File: src/rtl/led_stream_receiver_pkg.sv
// rtl/led_stream_receiver_pkg.sv - shared types for the LED stream receiver
// RGB word type is shared with the driver side.
package led_stream_receiver_pkg;

  localparam int LED_BITS = 24;

  typedef logic [LED_BITS-1:0] rgb_t;

  typedef enum logic [1:0] {
    LR_IDLE  = 2'd0,
    LR_SHIFT = 2'd1,
    LR_LATCH = 2'd2
  } lr_state_t;

endpackage

File: src/rtl/led_stream_receiver_edge_sync.sv
// rtl/led_stream_receiver_edge_sync.sv - two-flop synchroniser with rising-edge detect
module edge_sync (
  input  logic clk,
  input  logic rst,
  input  logic din,
  output logic sync,
  output logic rise
);

  logic meta;
  logic sync_q;
  logic prev;

  always_ff @(posedge clk or negedge rst) begin
    if (!rst) begin
      meta   <= 1'b0;
      sync_q <= 1'b0;
      prev   <= 1'b0;
    end else begin
      meta   <= din;
      sync_q <= meta;
      prev   <= sync_q;
    end
  end

  assign sync = sync_q;
  assign rise = sync_q & ~prev;

endmodule

File: src/rtl/led_stream_receiver.sv
// rtl/led_stream_receiver.sv - decodes the serial LED stream into RGB words and frame events
// Oversamples sclkIn/sdIn with clk; a long clock-idle gap marks the frame latch.
module led_stream_receiver
  import led_stream_receiver_pkg::*;
#(
  parameter int LEDS         = 50,
  parameter int FREQ         = 12_000_000,
  parameter int LATCH_CYCLES = 6000
) (
  input  logic                       clk,
  input  logic                       rst,
  input  logic                       sclkIn,
  input  logic                       sdIn,
  output logic [LED_BITS-1:0]        rgb,
  output logic [$clog2(LEDS)-1:0]    ledIdx,
  output logic                       ledValid,
  output logic                       frameDone,
  output logic [$clog2(LEDS+1)-1:0]  ledCount,
  output logic                       frameErr,
  output logic                       overflow
);

  localparam int IDX_W  = $clog2(LEDS);
  localparam int CNT_W  = $clog2(LEDS + 1);
  localparam int WC_W   = $clog2(LEDS + 2);
  localparam int IDLE_W = $clog2(LATCH_CYCLES + 1);

  localparam logic [WC_W-1:0]   WC_LEDS   = WC_W'(LEDS);
  localparam logic [WC_W-1:0]   WC_MAX    = WC_W'(LEDS + 1);
  localparam logic [IDLE_W-1:0] IDLE_LAST = IDLE_W'(LATCH_CYCLES - 1);
  localparam logic [IDLE_W-1:0] IDLE_MAX  = IDLE_W'(LATCH_CYCLES);
  localparam logic [4:0]        BIT_LAST  = 5'(LED_BITS - 1);
  localparam int                unused_freq_mhz = FREQ / 1_000_000;

  logic sclk_sync;
  logic edge_seen;
  logic d;
  logic sd_rise_unused;

  edge_sync u_sclk_sync (
    .clk  (clk),
    .rst  (rst),
    .din  (sclkIn),
    .sync (sclk_sync),
    .rise (edge_seen)
  );

  // Data uses the same synchroniser depth so it lines up with the edge detect.
  edge_sync u_sd_sync (
    .clk  (clk),
    .rst  (rst),
    .din  (sdIn),
    .sync (d),
    .rise (sd_rise_unused)
  );

  lr_state_t         state;
  rgb_t              shreg;
  logic [4:0]        bit_cnt;
  logic [WC_W-1:0]   word_cnt;
  logic [IDLE_W-1:0] idle_cnt;
  logic              ovf;

  always_ff @(posedge clk or negedge rst) begin
    if (!rst) begin
      state     <= LR_IDLE;
      shreg     <= '0;
      bit_cnt   <= '0;
      word_cnt  <= '0;
      idle_cnt  <= '0;
      ovf       <= 1'b0;
      rgb       <= '0;
      ledIdx    <= '0;
      ledValid  <= 1'b0;
      frameDone <= 1'b0;
      ledCount  <= '0;
      frameErr  <= 1'b0;
      overflow  <= 1'b0;
    end else begin
      ledValid  <= 1'b0;
      frameDone <= 1'b0;
      case (state)
        LR_IDLE: begin
          if (edge_seen) begin
            shreg    <= {shreg[LED_BITS-2:0], d};
            bit_cnt  <= 5'd1;
            idle_cnt <= '0;
            state    <= LR_SHIFT;
          end
        end
        LR_SHIFT: begin
          if (edge_seen) begin
            shreg    <= {shreg[LED_BITS-2:0], d};
            idle_cnt <= '0;
            if (bit_cnt == BIT_LAST) begin
              bit_cnt <= '0;
              rgb     <= {shreg[LED_BITS-2:0], d};
              if (word_cnt < WC_LEDS) begin
                ledValid <= 1'b1;
                ledIdx   <= word_cnt[IDX_W-1:0];
              end else begin
                ovf <= 1'b1;
              end
              if (word_cnt != WC_MAX) word_cnt <= word_cnt + 1'b1;
            end else begin
              bit_cnt <= bit_cnt + 1'b1;
            end
          end else begin
            if (idle_cnt == IDLE_LAST) begin
              state     <= LR_LATCH;
              frameDone <= 1'b1;
              ledCount  <= (word_cnt > WC_LEDS) ? CNT_W'(LEDS) : word_cnt[CNT_W-1:0];
              frameErr  <= (bit_cnt != 5'd0) | ovf;
              overflow  <= ovf;
            end
            if (idle_cnt != IDLE_MAX) idle_cnt <= idle_cnt + 1'b1;
          end
        end
        LR_LATCH: begin
          // Any edge landing here is dropped; the partial word goes with it.
          state    <= LR_IDLE;
          word_cnt <= '0;
          bit_cnt  <= '0;
          ovf      <= 1'b0;
        end
        default: state <= LR_IDLE;
      endcase
    end
  end

endmodule

File: config.mk
export PLATFORM = sky130hd
export DESIGN_NAME = led_stream_receiver
export DESIGN_NICKNAME = d
export VERILOG_FILES = /design/src/rtl/led_stream_receiver_pkg.sv /design/src/rtl/led_stream_receiver_edge_sync.sv /design/src/rtl/led_stream_receiver.sv
export SDC_FILE = /design/constraint.sdc
export NUM_CORES = 1
export LEC_CHECK = 0
export ABC_AREA = 1
export BUFFER_PORTS_ARGS = -buffer_cell sky130_fd_sc_hd__buf_2
export CAP_MARGIN = 20
export CORE_UTILIZATION = 39
export DETAILED_ROUTE_END_ITERATION = 12
export PLACE_DENSITY = 0.58
export SLEW_MARGIN = 20
export SYNTH_ARGS = -nofsm -noshare
export SYNTH_HDL_FRONTEND = slang
export SYNTH_SLANG_ARGS = --single-unit
export TNS_END_PERCENT = 10
File: constraint.sdc
create_clock -name clk -period 1.75 [get_ports clk]
set_input_delay 0.35 -clock clk [delete_from_list [all_inputs] [get_ports clk]]
set_output_delay 0.35 -clock clk [all_outputs]
set_load 0.01 [all_outputs]
==> summary.txt, run 1 <==
Status: complete, no violations
Static Leak: 2.469 nW
Peak Freq: 600.9 MHz
Worst-Skew Late Latency: 0.38 ns
Post-synthesis net count: 514
GP Congestion: 0.8286
Largest net degree at the start of global routing: 48
H-tree depth: 3
Synth Area per Inst: 8.658 µm²
Sequential power share: 50.3%
Slowest CP cell: dfrtp_1
Routed Antenna Nets: 0
Crit path DAT: 1.92 ns
Post-synthesis cell count: 500
Worst vdd ir: 0.7605 mV
# DRC: 0
Fillers: 1054
Wirelength per Cell: 12.25 µm
Iter 0 DRT Violations: 125
Initial Utilization: 39.94%
Yosys reg bits: 95
CTS buffer count: 9
Post-DP HPWL: 5.930 mm
Worst Path Max Fanout: 18
Antenna diodes: 0
Relative slew slack: 71.52%
R2R setup slack: 0.09 ns
Sequential fraction of the synthesis area: 54.91%
Post-Syn Area: 4329 µm²
Die width: 107.4 µm
Area of the multi-input gates: 1654 µm²
Cell chain of the critical path: inv_1 -> ha_2 -> buf_12 -> nand2_1 -> nor2_1 -> nand3_2 -> nand2_8 -> o21ai_0
Num rows: 38
Non-filler cells, final: 699
Core Area: 10840 µm²
Internal power: 3.404 mW
CTS tree: done
Dpl cells: 682
Total wire length: 8.561 mm
PortBufs: 43
Initial antenna violation count: 0
Power per cell area: 992.1 nW/µm²
Vias: 3291
I/O pin total: 44
Die H: 107.4 µm
Number of global-route vias before repair: 3144
CP Data Required Time: 2.01 ns
Gr usage total: 16.48%
Min Hold Slack: 0.06967 ns
Core Util, Final: 46.46%
Yosys warning count: 0
Clock network power share: 30.7%
Tmin final: 1.664 ns
Share of cells above drive strength 1: 17.89%
Reg2reg start: state[1]
Total gr overflow: 0
Final Hold Fails: 0
Clock-pin slew on the worst setup and hold paths: 0.10 ns
Worst Clk Skew: 0.009571 ns
P&R area growth vs syn: 16.33%
Die area: 11530 µm²
Post-CTS setup repair buffer count: 0
Final slew viol count: 0
Yosys cell types: 31
R2r worst-path depth: 8
RSZ-0062 raised after global routing: true
# Max-Cap Violations: 0
Min-Delay Endpoint: u_sclk_sync.meta
CP delay by family, top: simple AND/OR/NAND/NOR gates
Most common cell after layout, fill and taps aside: nand2_1
Worst hold path stage count: 1
RR Endpoint: idle_cnt[6]
Clock sink count: 95
Crit-path max cell delay: 0.39 ns
Clock root buffer: clkbuf_8
Logic pwr share: 19.0%
Hold Path Class: input port to register
CP endpoint kind: register
Startpoint class of the critical path: register
Fin nets: 568
Vias per cell: 4.708
First-pass GRT wire length: 14.84 mm
FF+latch area: 2377 µm²
Switching power of the nets: 1.592 mW
Most frequent cells in the layout: 142 x nand2_1, 95 x dfrtp_1, 61 x o21ai_0
Worst slew pin tran: 0.4272 ns
HP Start: sclkIn
Final setup vio count: 0
Final Cycle Share: 95.10%
Pre-Repair DR Iteration Count: 4
CP Buf/Inv Count: 2
Switching Fraction: 31.86%
Max Root-Sink Buffers: 2
Setup Crit Path Kind: register to register
==> how the worst max path moves through the flow <==
stage / cells after the start / start / slack [ns] / end
after global placement: 9 / state[1] / 0.10 / ledIdx[1]
after CTS: 9 / state[1] / 0.01 / ledIdx[0]
final: 8 / state[1] / 0.09 / idle_cnt[6]
after floorplan: 10 / state[1] / 0.1 / rgb[14]
after global routing: 9 / state[1] / -0.07 / idle_cnt[2]
after detailed placement: 9 / state[1] / 0.04 / ledIdx[0]
==> per-layer routing <==
layer  vias to the layer above  track usage [%]  share of wire, %
met5                         -                0                 0
li1                       1701                -                 -
met4                         0            6.360               1.5
met3                        12            4.358               3.9
met2                        48            24.98                44
met1                      1530            22.55                50
==> per-stage QoR <==
step | cell area, µm² | worst slack (ns) | power (mW) | setup TNS (ns)
global placement | 4788 | 0.1018 | 3.454 | 0
global route | 5036 | -0.07327 | 5.316 | -0.6261
finish | 5036 | 0.08570 | 4.997 | 0
CTS | 5009 | 0.01107 | 5.036 | 0
detailed placement | 4788 | 0.04032 | 3.471 | 0
floorplan | 4329 | 0.09751 | 3.198 | 0
==> cells by family (layout without fill, tap and decap cells) <==
| family | count (synthesis) | after routing | synth area share (%) |
|---|---|---|---|
| AO/OA/AOI/OAI | 86 | 86 | 11.19 |
| XOR/XNOR | 3 | 3 | 0.6070 |
| adder cells (fa/ha/maj) | 10 | 10 | 2.890 |
| buffers and inverters | 76 | 135 | 7.428 |
| flip-flops | 95 | 95 | 54.91 |
| AND/OR/NAND/NOR | 230 | 230 | 22.98 |
==> power by group through the flow <==
| stage | clock [mW] | sequential [mW] | combinational [mW] |
|---|---|---|---|
| after floorplan | 0 | 2.52 | 0.673 |
| after global placement | 0 | 2.55 | 0.902 |
| after CTS | 1.60 | 2.51 | 0.921 |
| after detailed placement | 0 | 2.55 | 0.917 |
| after global routing | 1.67 | 2.54 | 1.10 |
| final | 1.54 | 2.51 | 0.947 |
==> registers in the layout, summed over array words and instances, names as in the netlist, 2 cells and up <==
name      flops
bit_cnt       5
idle_cnt     13
ledCount      6
ledIdx        6
rgb          24
shreg        23
state         2
word_cnt      6
==> synth_stat cells <==
cell / instances / share of area (%)
clkbuf_1: 5 / 0.43
nand3_1: 26 / 3.0
nor3b_1: 1 / 0.17
nor2_4: 2 / 0.52
inv_1: 59 / 5.1
nor3_2: 1 / 0.23
buf_6: 2 / 0.52
o21bai_1: 2 / 0.35
o21ai_0: 62 / 7.2
nand2_1: 143 / 12
nand4_1: 15 / 2.2
buf_2: 5 / 0.58
nand2_4: 1 / 0.26
o22ai_1: 1 / 0.14
a21oi_4: 1 / 0.38
o21ai_1: 7 / 0.81
o21a_1: 1 / 0.17
nand3b_1: 2 / 0.35
nor2_1: 31 / 2.7
dfrtp_1: 95 / 55
buf_4: 4 / 0.69
inv_2: 1 / 0.087
nand3_2: 1 / 0.23
nor3_1: 2 / 0.23
or2_2: 2 / 0.29
ha_1: 10 / 2.9
nand2_2: 2 / 0.29
o21ai_2: 9 / 1.8
and3_1: 1 / 0.14
xor2_1: 3 / 0.61
a21oi_1: 3 / 0.35
==> cell type report <==
cell class	count	area share (%)
tap	140	3.478
multi-input combinational	329	32.84
sequential	95	47.20
timing repair buffer	59	7.826
inverter	60	4.472
clock inverter	7	1.714
clock buffer	9	2.460
==> worst register-to-register path: stages (launching register included) <==
cell	delay, ns
dfrtp_1	0.39
inv_1	0.08
ha_2	0.22
buf_12	0.16
nand2_1	0.07
nor2_1	0.12
nand3_2	0.21
nand2_8	0.19
o21ai_0	0.11
==> repair_timing <==
item | in CTS | in global routing
hold buffers | 1 | 0
resized for setup | 0 | 10
hold endpoints to repair | 27 | 0
endpoints found under the setup margin | 0 | 46
Note: power is estimated with default switching activity, not from simulation.
==> run 2: changes to the inputs <==
--- a/config.mk
+++ b/config.mk
@@ -5,7 +5,6 @@
 export SDC_FILE = /design/constraint.sdc
 export NUM_CORES = 1
 export LEC_CHECK = 0
-export ABC_AREA = 1
 export BUFFER_PORTS_ARGS = -buffer_cell sky130_fd_sc_hd__buf_2
 export CAP_MARGIN = 20
 export CORE_UTILIZATION = 39
==> run 2 against run 1 <==
Compared with the run above:
- the flow now finishes with violations (DRC, setup timing)
- cell count down 17%
- global-route usage rose by 0.62 points
- synthesized cell count fell by 30%
- area after synthesis fell by 0.66%
- wire length up 5.5%
- largest cell class unchanged
- sequential power is 3% higher
- first-iteration DRC count decreased by 11%
- total power increased by 8.9%
- count of clock-buffer cells in the layout stayed put
- combinational power is 49% higher
==> summary.txt, run 2 <==
Num rows: 37
Setup Crit Path Kind: register to register
Final Hold Fails: 0
Total wire length: 9.034 mm
CTS buffer count: 9
Non-filler cells, final: 582
Crit path DAT: 2.07 ns
Final Cycle Share: 101.8%
Post-synth ARST share: 100.0%
Top post-synthesis cells by area: dfrtp_1 55%, mux2_2 15%, ha_1 2.9%, o31ai_1 2.4%, nand3_1 1.5%
Synth Area in Compound Gates: 11.55%
Synth Area in XOR/XNOR: 0%
Tmin final: 1.781 ns
Fin nets: 456
CP endpoint kind: register
Multiplexer share of the synthesized area: 15.62%
Hold Path Class: input port to register
Final worst slack: -0.03092 ns
Peak Freq: 561.5 MHz
Antenna diodes: 0
Main combinational cell family by area after synthesis: multiplexers
Post-synth top cells: 95 x dfrtp_1, 56 x mux2_2, 15 x nand2_1
Worst Path Max Fanout: 3
Sequential fraction of the synthesis area: 55.28%
Largest net degree at the start of global routing: 37
R2R setup slack: -0.03 ns
Relative slew slack: 71.52%
Die area: 11450 µm²
Vias per cell: 5.284
Post-synthesis cell count: 348
Post-DP HPWL: 6.307 mm
Worst vdd ir: 0.5556 mV
Die width: 107.0 µm
Number of global-route vias before repair: 3199
Yosys cell types: 55
Post-Syn Area: 4300 µm²
P&R area growth vs syn: 25.02%
Synth Area per Inst: 12.36 µm²
Initial Utilization: 40.92%
Clock sink count: 95
Worst-Skew Late Latency: 0.36 ns
Count leader, synth: dfrtp_1
Die H: 107.0 µm
Max Root-Sink Buffers: 2
Worst slew pin tran: 0.4271 ns
Core Area: 10510 µm²
First-pass GRT wire length: 15.31 mm
Vias: 3075
Status: finished with violations
Power per cell area: 1012 nW/µm²
Yosys warning count: 0
Static Leak: 2.629 nW
Final setup vio count: 3
Post-synthesis net count: 362
Yosys reg bits: 95
Iter 0 DRT Violations: 111
CTS tree: done
Min Hold Slack: 0.09169 ns
Post-synth top area cell: dfrtp_1
PortBufs: 43
Top Registers: rgb x24, shreg x23, idle_cnt x13
Worst Clk Skew: 0.007715 ns
Pre-Repair DR Iteration Count: 8
Post-synth EDFFs: 0
Share of the synthesized area in the top cell type: 55.28%
Final slew viol count: 0
Failing checks: DRC, setup timing
Fillers: 933
Largest Register: rgb
Dpl cells: 562
Top FF cell, synth: dfrtp_1
# DRC: 2
Wirelength per Cell: 15.52 µm
H-tree depth: 3
Post-Synth Adder-Cell Area: 2.910%
Gr usage total: 17.10%
CP Data Required Time: 2.04 ns
Clock root buffer: clkbuf_8
Max reg flops: 24
GP Congestion: 0.8066
Most common cell after layout, fill and taps aside: dfrtp_1
Post-Synth Simple-Gate Area: 11.29%
Share of cells above drive strength 1: 43.95%
# Max-Cap Violations: 0
Routed Antenna Nets: 0
Most frequent cells in the layout: 95 x dfrtp_1, 56 x mux2_2, 52 x buf_4
Total gr overflow: 0
Initial antenna violation count: 0
Startpoint class of the critical path: register
Clock-pin slew on the worst setup and hold paths: 0.09 ns
I/O pin total: 44
RSZ-0062 raised after global routing: true
[run 2: where the power goes]
group	internal, mW	total, mW	leakage (nW)	switching (mW)
sequential	2.42	2.58	1.28	0.161
clock	0.663	1.45	0.0961	0.789
combinational	0.669	1.41	1.25	0.741
total	3.75	5.44	2.63	1.69
[run 2: logic make-up (layout without fill, tap and decap cells)]
kind of cell             after synthesis  count (layout)
flip-flops                            95              95
AND/OR/NAND/NOR                       82              82
AO/OA/AOI/OAI                         68              68
multiplexers                          60              60
buffers and inverters                 33             131
adder cells (fa/ha/maj)               10              10
[run 2: metal layers]
layer | GRT usage [%] | wire length [µm] | vias up
met2 | 27.79 | 4276 | 57
li1 | - | - | 1469
met1 | 22.06 | 4188 | 1537
met3 | 4.681 | 433 | 12
met4 | 5.675 | 135 | 0
met5 | 0 | 0 | -
[run 2: worst max-delay path, stage by stage (launching register included)]
cell and delay, ns:
dfrtp_1 0.38, ha_1 0.17, or3b_1 0.35, o211ai_1 0.28, buf_4 0.19, buf_4 0.11
a21oi_2 0.07, a21oi_4 0.15
[run 2: metrics by stage]
step	utilization (%)	instance area, µm²	setup WS, ns	power, mW	setup TNS [ns]
detailed placement	48.07	5051	-0.04025	3.924	-0.07270
CTS	50.53	5310	-0.03675	5.430	-0.04993
global placement	48.07	5051	-0.005226	3.881	-0.005226
floorplan	-	4305	-0.07006	3.386	-0.2190
finish	51.16	5376	-0.03092	5.440	-0.04657
global route	51.16	5376	-0.09145	5.770	-0.2627
[run 2: final timing paths]
check	startpoint	end	depth (start not counted)
worst min-delay path	sclkIn	u_sclk_sync.meta	1
min in group asynchronous	rst	frameErr	2
max in group asynchronous	rst	idle_cnt[5]	3
worst min register to register	u_sd_sync.meta	u_sd_sync.sync	0
worst max-delay path	word_cnt[0]	word_cnt[1]	7
worst max register to register	word_cnt[0]	word_cnt[1]	7
[run 2: timing repair]
| action | in CTS | in global routing |
|---|---|---|
| hold buffers | 1 | 0 |
| pin swaps | 4 | 3 |
| setup endpoints to repair | 31 | 76 |
| resized for setup | 9 | 15 |
| buffers inserted | 3 | 1 |
| endpoints found under the hold margin | 30 | 0 |
[run 2: area by class of cell]
cell class	count	area, µm²	area share (%)
Sequential cell	95	2377	44.22
Multi-Input combinational cell	220	1867	34.72
Timing Repair Buffer	101	713.2	13.27
Tap cell	136	170.2	3.165
Clock buffer	9	123.9	2.304
Clock inverter	6	68.82	1.280
Inverter	15	56.30	1.047
